File: config.mk
export PLATFORM = sky130hd
export DESIGN_NAME = lut_cfg_ctrl
export DESIGN_NICKNAME = d
export VERILOG_FILES = /design/src/rtl/lut_cfg_ctrl_pkg.sv /design/src/rtl/lut_cfg_ctrl_prienc.sv /design/src/rtl/lut_cfg_ctrl.sv
export SDC_FILE = /design/constraint.sdc
export NUM_CORES = 1
export LEC_CHECK = 0
export BUFFER_PORTS_ARGS = -buffer_cell sky130_fd_sc_hd__buf_2
export CAP_MARGIN = 25
export CORE_MARGIN = 2
export CORE_UTILIZATION = 60
export CTS_BUF_LIST = sky130_fd_sc_hd__clkbuf_4 sky130_fd_sc_hd__clkbuf_8
export CTS_CLUSTER_SIZE = 20
export DETAILED_ROUTE_END_ITERATION = 6
export HOLD_SLACK_MARGIN = 0.15
export PLACE_DENSITY = 0.88
export SLEW_MARGIN = 10
export SYNTH_ARGS = -nofsm -noshare
export SYNTH_HDL_FRONTEND = slang
export SYNTH_SLANG_ARGS = --single-unit
File: constraint.sdc
create_clock -name clk -period 6.8 [get_ports clk]
set_input_delay 0.68 -clock clk [delete_from_list [all_inputs] [get_ports clk]]
set_output_delay 0.68 -clock clk [all_outputs]
set_load 0.02 [all_outputs]
File: src/rtl/lut_cfg_ctrl_pkg.sv
// lut_cfg_ctrl_pkg: shared state encoding and LUT bank geometry for the config sequencer
package lut_cfg_ctrl_pkg;
  localparam int LUT_ENTRY_W = 4;
  localparam int LUT_DEPTH = 16;
  localparam int LUT_IMG_W = LUT_ENTRY_W * LUT_DEPTH;
  typedef enum logic [2:0] {ST_IDLE, ST_DRAIN, ST_SEL, ST_LO, ST_HI, ST_WR, ST_DONE} state_t;
endpackage

File: src/rtl/lut_cfg_ctrl_prienc.sv
// lut_cfg_ctrl_prienc: lowest-set-bit priority encoder with any-set flag
module lut_cfg_ctrl_prienc #(
  parameter int N = 16,
  parameter int W = 4
)(
  input  logic [N-1:0] req,
  output logic [W-1:0] idx,
  output logic         any
);
  always_comb begin
    idx = '0;
    for (int i = N - 1; i >= 0; i--) if (req[i]) idx = W'(i);
  end
  assign any = |req;
endmodule

File: src/rtl/lut_cfg_ctrl.sv
// lut_cfg_ctrl: sequences two-beat table images into the selected LUTs while holding the lookup datapath
module lut_cfg_ctrl
  import lut_cfg_ctrl_pkg::*;
#(
  parameter int NUM_LUTS = 16,
  parameter int LUT_ID_W = 4,
  parameter int BEAT_W = 32
)(
  input  logic                 clk,
  input  logic                 rst_n,
  input  logic                 cfg_start,
  input  logic [NUM_LUTS-1:0]  cfg_lut_mask,
  input  logic                 cfg_abort,
  output logic                 cfg_busy,
  output logic                 cfg_done,
  input  logic [BEAT_W-1:0]    s_data,
  input  logic                 s_valid,
  output logic                 s_ready,
  input  logic                 dp_idle,
  output logic                 dp_hold,
  output logic                 lut_cfg_update,
  output logic [LUT_IMG_W-1:0] lut_wr_data,
  output logic                 lut_wr_valid,
  output logic [LUT_ID_W-1:0]  lut_wr_id
);
  state_t state, nxt;
  logic [NUM_LUTS-1:0] rem_mask;
  logic [LUT_ID_W-1:0] cur_id, enc_idx;
  logic enc_any;
  logic [BEAT_W-1:0] lo_beat;
  lut_cfg_ctrl_prienc #(.N(NUM_LUTS), .W(LUT_ID_W)) u_prienc (
    .req(rem_mask),
    .idx(enc_idx),
    .any(enc_any)
  );
  always_comb begin
    nxt = state;
    case (state)
      ST_IDLE:  nxt = !cfg_start ? ST_IDLE : (|cfg_lut_mask ? ST_DRAIN : ST_DONE);
      ST_DRAIN: nxt = dp_idle ? ST_SEL : ST_DRAIN;
      ST_SEL:   nxt = enc_any ? ST_LO : ST_DONE;
      ST_LO:    nxt = s_valid ? ST_HI : ST_LO;
      ST_HI:    nxt = s_valid ? ST_WR : ST_HI;
      ST_WR:    nxt = ST_SEL;
      default:  nxt = ST_IDLE;
    endcase
    if (cfg_abort && state != ST_IDLE) nxt = ST_IDLE;
  end
  // Outputs are decoded from the next state so they are registered yet aligned with the state they describe
  always_ff @(posedge clk or negedge rst_n) begin
    if (!rst_n) begin
      state <= ST_IDLE;
      cfg_busy <= 1'b0;
      cfg_done <= 1'b0;
      dp_hold <= 1'b0;
      s_ready <= 1'b0;
      lut_cfg_update <= 1'b0;
      lut_wr_valid <= 1'b0;
      lut_wr_id <= '0;
      lut_wr_data <= '0;
      rem_mask <= '0;
      cur_id <= '0;
      lo_beat <= '0;
    end else begin
      state <= nxt;
      cfg_busy <= nxt != ST_IDLE;
      cfg_done <= nxt == ST_DONE;
      dp_hold <= nxt != ST_IDLE && !(state == ST_IDLE && nxt == ST_DONE);
      s_ready <= nxt == ST_LO || nxt == ST_HI;
      lut_cfg_update <= nxt inside {ST_SEL, ST_LO, ST_HI, ST_WR};
      lut_wr_valid <= nxt == ST_WR;
      if (state == ST_IDLE && cfg_start) rem_mask <= cfg_lut_mask;
      else if (cfg_abort) rem_mask <= '0;
      else if (state == ST_WR) rem_mask[cur_id] <= 1'b0;
      if (state == ST_SEL) cur_id <= enc_idx;
      if (state == ST_LO && s_valid) lo_beat <= s_data;
      if (nxt == ST_WR) begin
        lut_wr_id <= cur_id;
        lut_wr_data <= {s_data, lo_beat};
      end
    end
  end
endmodule

== Word level (Yosys, flattened, before mapping) ==
Cells that the tools add are included.

* Bits in registers: 129
* Input bits: 54
* Word-level logic and storage cells: 70

* $lt $le $gt $ge: 2
* Eq/ne operators: 10
* Mux-type cells: 29
* Bitwise logic cells: 2
* Reductions and logical operators: 15

{| class="wikitable"
|+ Operator list
! kind !! number
|-
| $mux W4 || 16
|-
| $mux W16 || 3
|-
| $reduce_or A16 Y1 || 2
|-
| $pmux W3 S6 || 1
|-
| $and A16 B16 Y16 || 1
|-
| $not A16 Y16 || 1
|-
| $eq A3 B3 Y1 const B || 5
|-
| $mux W3 || 5
|-
| $eq A3 B2 Y1 const B || 4
|-
| $reduce_bool A3 Y1 || 3
|-
| $logic_and A1 B1 Y1 || 6
|-
| $lt A4 B5 Y1 const B || 1
|-
| $demux W1 S4 || 1
|-
| $ge A4 B1 Y1 const B || 1
|-
| $reduce_bool A4 Y1 || 1
|-
| $eq A3 B1 Y1 const B || 1
|-
| $logic_not A3 Y1 || 1
|-
| $mux W1 || 2
|-
| $mux W2 || 1
|-
| $logic_not A1 Y1 || 1
|-
| $logic_or A1 B1 Y1 || 1
|}

== Longest topological paths before layout ==
Gate-level depths: netlist (run 1).

* Depth after elaboration: 16
* Depth in mapped cells: 8
* Gate-level depth less buffers: 5

== Cells and area by module ==
Synthesis (run 1) repeated with hierarchy kept, for this count alone.

* Cell total of the unflattened synthesis: 392
* Area, all modules: 5326.4 µm²

{| class="wikitable"
|+ By module, submodules not included
! module !! instances !! cells an instance !! area each (µm²) !! seq. area each (µm²)
|-
| lut_cfg_ctrl || 1 || 358 || 5149.9 || 3228.1
|-
| lut_cfg_ctrl_prienc || 1 || 34 || 176.4 || 0.0
|}

== Worst setup path before layout (run 1) ==
Ideal clock, no wire load.

* Path kind: flip-flop to flip-flop
* From: register rem_mask[4]
* To: register lut_wr_data[0]
* Arrival: 2.433 ns
* Data required time: 6.675 ns
* Setup slack: 4.242 ns
* Cell stages (with the launch flop): 8
* Buffers on the path: 2
* Period minus slack after synthesis: 2.558 ns
* Cell sequence: dfrtp_1 or4_1 or4_4 a31oi_4 nor3_2 buf_6 buf_6 mux2_4

* Cells in the longest elaborated chain, start to end: 5

{| class="wikitable"
|+ Ends and longest elaborated chain
! element !! RTL line !! RTL
|-
| start: declaration || lut_cfg_ctrl.sv:27 || <nowiki>logic [NUM_LUTS-1:0] rem_mask;</nowiki>
|-
| start signal: assignment || lut_cfg_ctrl.sv:72 || <nowiki>if (state == ST_IDLE && cfg_start) rem_mask <= cfg_lut_mask;</nowiki>
|-
| $reduce_or A16 Y1 || lut_cfg_ctrl_prienc.sv:14 || <nowiki>assign any = |req;</nowiki>
|-
| $mux W3 || lut_cfg_ctrl.sv:41 || <nowiki>ST_SEL: nxt = enc_any ? ST_LO : ST_DONE;</nowiki>
|-
| $pmux W3 S6 || lut_cfg_ctrl.sv:38 || <nowiki>case (state)</nowiki>
|-
| $mux W3 || lut_cfg_ctrl.sv:47 || <nowiki>if (cfg_abort && state != ST_IDLE) nxt = ST_IDLE;</nowiki>
|-
| $eq A3 B3 Y1 || lut_cfg_ctrl.sv:77 || <nowiki>if (nxt == ST_WR) begin</nowiki>
|-
| end signal: assignment || lut_cfg_ctrl.sv:79 || <nowiki>lut_wr_data <= {s_data, lo_beat};</nowiki>
|-
| end: declaration || lut_cfg_ctrl.sv:22 || <nowiki>output logic [LUT_IMG_W-1:0] lut_wr_data,</nowiki>
|}

No other way between the ends.
A chain may end at the register's enable or synchronous reset.

== Worst setup path in the final report (run 1) ==
* From: register rem_mask[5]
* To: register lut_wr_data[13]

The elaborated chain is that of the path after synthesis.

==> summary.md, run 1 <==
| Metric | Value |
|---|---|
| Pwr Total | 2.93 mW |
| Number of H-tree levels | 4 |
| Register bit total from synthesis | 129 |
| CP Cell Sequence | or4_1 > or4_4 > a31oi_4 > nor3_4 > buf_4 > mux2_1 |
| Yosys top cell by area | dfrtp_1 |
| # setup viols final | 0 |
| Clk_skew | 12.0 ps |
| R2r setup slk | 4010 ps |
| Critical path startpoint | rem_mask[5] |
| Status | finished clean |
| CTS resizes | 0 |
| MaxCap Viol Count | 0 |
| Core area | 8640 µm² |
| GRT Overall Usage | 24.1% |
| WP data required | 7100 ps |
| DP Area | 6040 µm² |
| Pin count of the biggest net entering global routing | 76 |
| Final min period | 2790 ps |
| ANT cells | 0 |
| GR Overflow Total | 0 |
| Crit-path slowest cell | or4_4 |
| Inserted Clock Buffers | 17 |
| Placer congestion estimate | 0.933 |
| Area share of the largest cell type after synthesis | 60.8% |
| Pwr/cell area | 454 nW/µm² |
| Buffers on Ports | 127 |
| CTS tree | done |
| WL per Instance | 17.4 µm |
| Fin Setup TNS | 0 ps |
| Max_slew headroom | 40.3% |
| Syn-to-layout area delta | 21.4% |
| Final nets | 577 |
| Commonest cells after routing, fill and taps aside | 129 x dfrtp_1, 126 x buf_2, 83 x mux2_2 |
| Via count | 3701 |
| Max Root-Sink Buffers | 2 |
| CP arrival | 3090 ps |
| Clk sink count | 129 |
| Crit Path Class | reg -> reg |
| Max Clk Rate | 358 MHz |
| Post-synth ARST share | 100% |
| Syn Nets | 446 |
| Slew Viols, Final | 0 |
| Reg clk slew, reported paths | 80 ps |
| Post-DRT Antenna Nets | 0 |
| Hold crit path type | in -> async |
| Critical Path Source Type | flop |
| Final hold slack | 374 ps |
| Setup bufs post-CTS | 0 |
| Gate count of the mapped netlist | 392 |
| Pleak | 3.25 nW |
| Register area share after synthesis | 60.8% |
| Avg Cell Area, Syn | 13.5 µm² |
| Starting Density | 61.5% |
| Commonest non-fill, non-tap cell in the layout | dfrtp_1 |
| RSZ-0062 raised after global routing | no |
| Pre-antenna DRT Iters | 5 |
| Design Area, Final | 6440 µm² |
| Vias in the first global route | 3840 |
| I/O pin total | 128 |
| Warnings, synthesis | 0 |
| Initial antenna violation count | 0 |
| Root buffer cell | clkbuf_8 |
| Die H | 98.1 µm |
| DR iter-0 viols | 231 |
| Crit Reg-Reg Startpoint | rem_mask[5] |
| Reg2Reg Depth | 6 |
| Share of layout cells above drive strength 1 | 48.5% |
| Setup WS pre-CTS | 4050 ps |
| Fin crit share | 41.1% |
| R2r endpoint | lut_wr_data[13] |
| Count of final hold-check violations | 0 |
| Largest fanout on the critical path | 40 |
| Rows | 34 |
| Fin worst setup slack | 4010 ps |
| Yosys cell types | 42 |
| Top FF cell, synth | dfrtp_1 |
| CP peak stage delay | 590 ps |
| Global-route wire length before repair | 18400 µm |
| Clk_lat worst skew | 420 ps |
| Mapped Area | 5310 µm² |
| Post-Route WL | 11200 µm |
| Worst-Margin Slew | 895 ps |
| Cts hold-fix bufs | 0 |
| # DRC | 0 |
| Detail Placement HPWL | 7760 µm |
| Vias/cell | 5.75 |
| Worst vdd ir | 257 µV |
| Endpoint of the worst setup timing path | lut_wr_data[13] |
| Synth area leaders | dfrtp_1 61%, mux2_2 18%, mux2_4 2.5%, nand2_1 2.1%, mux2_1 1.7% |
| Die Area | 9620 µm² |
| Die Span X | 98.1 µm |
| Number of synthesized flops with an enable pin | 0 |
| Crit end category | flop |
==> sequential cells by signal, indices dropped and copies added, names as in the netlist <==
name	flops
cfg_done	1
lut_wr_data	64
cur_id	4
dp_hold	1
lo_beat	32
lut_wr_id	4
lut_cfg_update	1
cfg_busy	1
lut_wr_valid	1
s_ready	1
state	3
rem_mask	16
==> synth_stat cells (2+ instances only) <==
master     count
o21ai_0       12
mux2_1         8
nand3_1        4
clkbuf_1      11
mux2_2        83
buf_6          2
o31ai_1        2
nor4_1         4
nor3_1         4
inv_1         13
nand2b_1       4
nor2b_1        5
buf_2          5
o311ai_0       8
mux2_4         9
o2111ai_1      4
nand3b_1       3
a21oi_1        6
o41ai_1        7
nand2_1       30
dfrtp_1      129
or4_1          4
nor2_1        16
==> cell families (layout without fill, tap and decap cells) <==
kind of cell	count (synthesis)	count (layout)	synth area share [%]
buffers and inverters	32	176	2.66
multiplexers	101	101	22.0
AND/OR/NAND/NOR	79	79	7.35
flip-flops	129	129	60.8
AO/OA/AOI/OAI	51	51	7.14
==> critical path, delay by kind of cell (launching register included) <==
family	cells	cell delay (ps)
flip-flops	1	430
AND/OR/NAND/NOR	3	1240
AO/OA/AOI/OAI	1	290
multiplexers	1	390
buffers and inverters	1	320
==> worst min path at each step <==
stage                         start         endpoint  slack (ps)  cells after the start
global placement    lut_wr_data[11]  lut_wr_data[11]         460                      1
global route                  rst_n       lo_beat[3]         440                      1
detailed placement   lut_wr_data[7]   lut_wr_data[7]         470                      1
CTS                           rst_n       lo_beat[3]         400                      1
floorplan                     rst_n         cfg_busy         380                      0
finish                        rst_n       lo_beat[3]         370                      1
==> layout make-up <==
cell class | instances | area [µm²]
Sequential cell | 129 | 3230
Fill cell | 549 | 2190
Multi-Input combinational cell | 231 | 1960
Timing Repair Buffer | 131 | 668
Clock buffer | 21 | 277
Tap cell | 108 | 135
Clock inverter | 11 | 129
Inverter | 13 | 48.8
==> per-layer routing <==
layer	vias to the layer above	track usage (%)	share of wire, %
met5	-	0	0
met4	0	9.94	2.4
met3	28	7.73	7.4
met2	158	39.9	51
met1	1833	29.5	39
li1	1682	-	-
==> metrics by stage <==
stage	cells	utilization, %
2_1_floorplan	392	-
3_3_place_gp	612	69.9
3_5_place_dp	612	69.9
4_1_cts	644	74.6
5_1_grt	644	74.6
6_report	644	74.6
==> power by group <==
part / switching (mW) / internal (mW) / leakage [nW] / total [mW]
Sequential: 0.204 / 1.07 / 1.67 / 1.28
Clock: 0.293 / 0.356 / 0.204 / 0.649
Combinational: 0.558 / 0.441 / 1.37 / 1.00
Total: 1.05 / 1.87 / 3.25 / 2.93
(Power assumes the default switching activity.)
==> run 2, diff against run 1 <==
--- a/config.mk
+++ b/config.mk
@@ -8,12 +8,12 @@
 export BUFFER_PORTS_ARGS = -buffer_cell sky130_fd_sc_hd__buf_2
 export CAP_MARGIN = 25
 export CORE_MARGIN = 2
-export CORE_UTILIZATION = 60
+export CORE_UTILIZATION = 55
 export CTS_BUF_LIST = sky130_fd_sc_hd__clkbuf_4 sky130_fd_sc_hd__clkbuf_8
 export CTS_CLUSTER_SIZE = 20
 export DETAILED_ROUTE_END_ITERATION = 6
 export HOLD_SLACK_MARGIN = 0.15
-export PLACE_DENSITY = 0.88
+export PLACE_DENSITY = 0.82
 export SLEW_MARGIN = 10
 export SYNTH_ARGS = -nofsm -noshare
 export SYNTH_HDL_FRONTEND = slang
==> constraint.sdc (replaced) <==
create_clock -name clk -period 2.8 [get_ports clk]
set_input_delay 0.28 -clock clk [delete_from_list [all_inputs] [get_ports clk]]
set_output_delay 0.28 -clock clk [all_outputs]
set_load 0.02 [all_outputs]
==> summary.md, run 2 (synthesis gave the netlist of run 1 again) <==
| Metric | Value |
|---|---|
| GR Overflow Total | 0 (unchanged) |
| Die Area | 10500 µm² (+8.7%) |
| Fin worst setup slack | 82.5 ps (-3920 ps) |
| Clk_lat worst skew | 430 ps (about the same) |
| Starting Density | 57.2% (-4.3 points) |
| Critical path startpoint | rem_mask[4] |
| Reg2Reg Depth | 6 (unchanged) |
| Post-DRT Antenna Nets | 0 (unchanged) |
| CTS resizes | 0 (unchanged) |
| Global-route wire length before repair | 20800 µm (+13%) |
| Pin count of the biggest net entering global routing | 130 (+71%) |
| WL per Instance | 18.0 µm (+3.0%) |
| Most flops, register | lut_wr_data |
| Vias in the first global route | 4179 (+8.8%) |
| Via count | 4019 (+8.6%) |
| Commonest non-fill, non-tap cell in the layout | dfrtp_1 |
| Hold crit path type | in -> reg |
| Pleak | 3.50 nW (+7.6%) |
| Pwr/cell area | 1030 nW/µm² (+130%) |
| Crit end category | flop |
| Area of the multi-input gates | 1960 µm² (unchanged) |
| # setup viols final | 0 (unchanged) |
| MaxCap Viol Count | 0 (unchanged) |
| Reg clk slew, reported paths | 80 ps (about the same) |
| Die Span X | 102 µm (+4.3%) |
| FF+latch area | 3230 µm² (unchanged) |
| Pwr Total | 7.26 mW (+150%) |
| WHS Path Cells | 3 |
| CTS tree | done |
| GRT Overall Usage | 26.2% (+2.1 points) |
| Die H | 102 µm (+4.3%) |
| R2r endpoint | lut_wr_data[5] |
| Hold wc startpoint | cfg_lut_mask[1] |
| R2r setup slk | 80 ps (-3920 ps) |
| Max Root-Sink Buffers | 2 (unchanged) |
| Number of H-tree levels | 4 (unchanged) |
| Final non-filler cell total | 721 (+12%) |
| Max reg flops | 64 (unchanged) |
| Largest fanout on the critical path | 36 (-10%) |
| Fill count | 603 (+9.8%) |
| Status | finished clean |
| Design Area, Final | 7050 µm² (+9.4%) |
| DP Cell Count | 636 (+3.9%) |
| Root buffer cell | clkbuf_8 |
| Final min period | 2720 ps (-76.2 ps) |
| Syn-to-layout area delta | 32.8% |
| Clk_skew | 12.0 ps (-0.0228 ps) |
| Slew Viols, Final | 0 (unchanged) |
| Fin Setup TNS | 0 ps (unchanged) |
| Max_slew headroom | 54.8% (+14 points) |
| Largest registers | lut_wr_data (64), lo_beat (32), rem_mask (16) |
| Inserted Clock Buffers | 17 (unchanged) |
| Detail Placement HPWL | 7900 µm (+1.9%) |
| Final core occ | 75.9% (+1.3 points) |
| Pre-antenna DRT Iters | 7 (+2) |
| DR iter-0 viols | 400 (+73%) |
| Vias/cell | 5.57 (-3.0%) |
| Critical Path Source Type | flop |
| Core area | 9280 µm² (+7.5%) |
| Placer congestion estimate | 0.996 (+6.7%) |
| Buffers on Ports | 127 (unchanged) |
| CP arrival | 3020 ps (-70 ps) |
| # DRC | 0 (unchanged) |
| Count of final hold-check violations | 0 (unchanged) |
| Final nets | 633 (+9.7%) |
| RSZ-0062 raised after global routing | no |
| Clk sink count | 129 (unchanged) |
| Worst-Margin Slew | 678 ps (-217 ps) |
| Commonest cells after routing, fill and taps aside | 129 x dfrtp_1, 126 x buf_2, 83 x mux2_2 |
| ANT cells | 0 (unchanged) |
| I/O pin total | 128 (unchanged) |
| Crit Path Class | reg -> reg |
| Crit Reg-Reg Startpoint | rem_mask[4] |
| Initial antenna violation count | 0 (unchanged) |
| Final hold slack | 182 ps (-193 ps) |
| Max Clk Rate | 368 MHz (+2.8%) |
| WP data required | 3110 ps (-3990 ps) |
| Share of layout cells above drive strength 1 | 44.4% (-4.1 points) |
| Rows | 35 (+2.9%) |
| Worst vdd ir | 635 µV (+150%) |
| WHS Endpoint | rem_mask[1] |
| Post-Route WL | 13000 µm (+15%) |
| Setup WS pre-CTS | 138 ps (-3910 ps) |
| DP Area | 6120 µm² (+1.4%) |
| Fin crit share | 97.1% (+56 points) |
-- run 2: cell count changes in the layout (fill, tap and decap cells not counted), sizes merged --
cell	previous run	this run
clkinv	5	6
inv	15	17
buf	131	134
clkbuf	21	18
dlygate4sd3	0	53
-- run 2: worst max-delay path by stage --
stage                                 end  slack [ps]  cells past startpoint
after floorplan            lut_wr_data[0]         240                      7
after global placement     lut_wr_data[9]         220                      6
after detailed placement  lut_wr_data[10]         140                      6
after CTS                 lut_wr_data[10]         120                      6
after global routing      lut_wr_data[10]          10                      6
final                      lut_wr_data[5]          80                      6
-- run 2: layout make-up --
type / count / area share, %
Multi-Input combinational cell: 231 / 27.8
Sequential cell: 129 / 45.8
Tap cell: 129 / 2.29
Clock inverter: 14 / 2.20
Inverter: 13 / 0.692
Clock buffer: 18 / 3.43
Timing Repair Buffer: 187 / 17.9
-- run 2: timing repair --
item	4_1_cts	5_1_grt
hold buffers	53	0
hold endpoints to repair	208	0
setup buffers	0	0
-- run 2: per-layer routing --
metal	vias to the layer above	track usage, %	part of all wire [%]
li1	1788	-	-
met4	0	12.3	3.6
met5	-	0	0
met2	202	44.7	52
met1	1980	31.6	38
met3	49	6.29	6.4
-- run 2: worst max-delay path, stage by stage (launching register included) --
cell and delay [ps]:
dfrtp_1 450, or4_1 610, or4_4 580, a31oi_4 280
nor3_4 100, buf_12 210, mux2_1 330
-- run 2: report_power, final --
| part | internal (mW) | switching, mW |
|---|---|---|
| registers | 2.60 | 0.508 |
| clock network | 0.813 | 0.769 |
| logic | 1.16 | 1.41 |
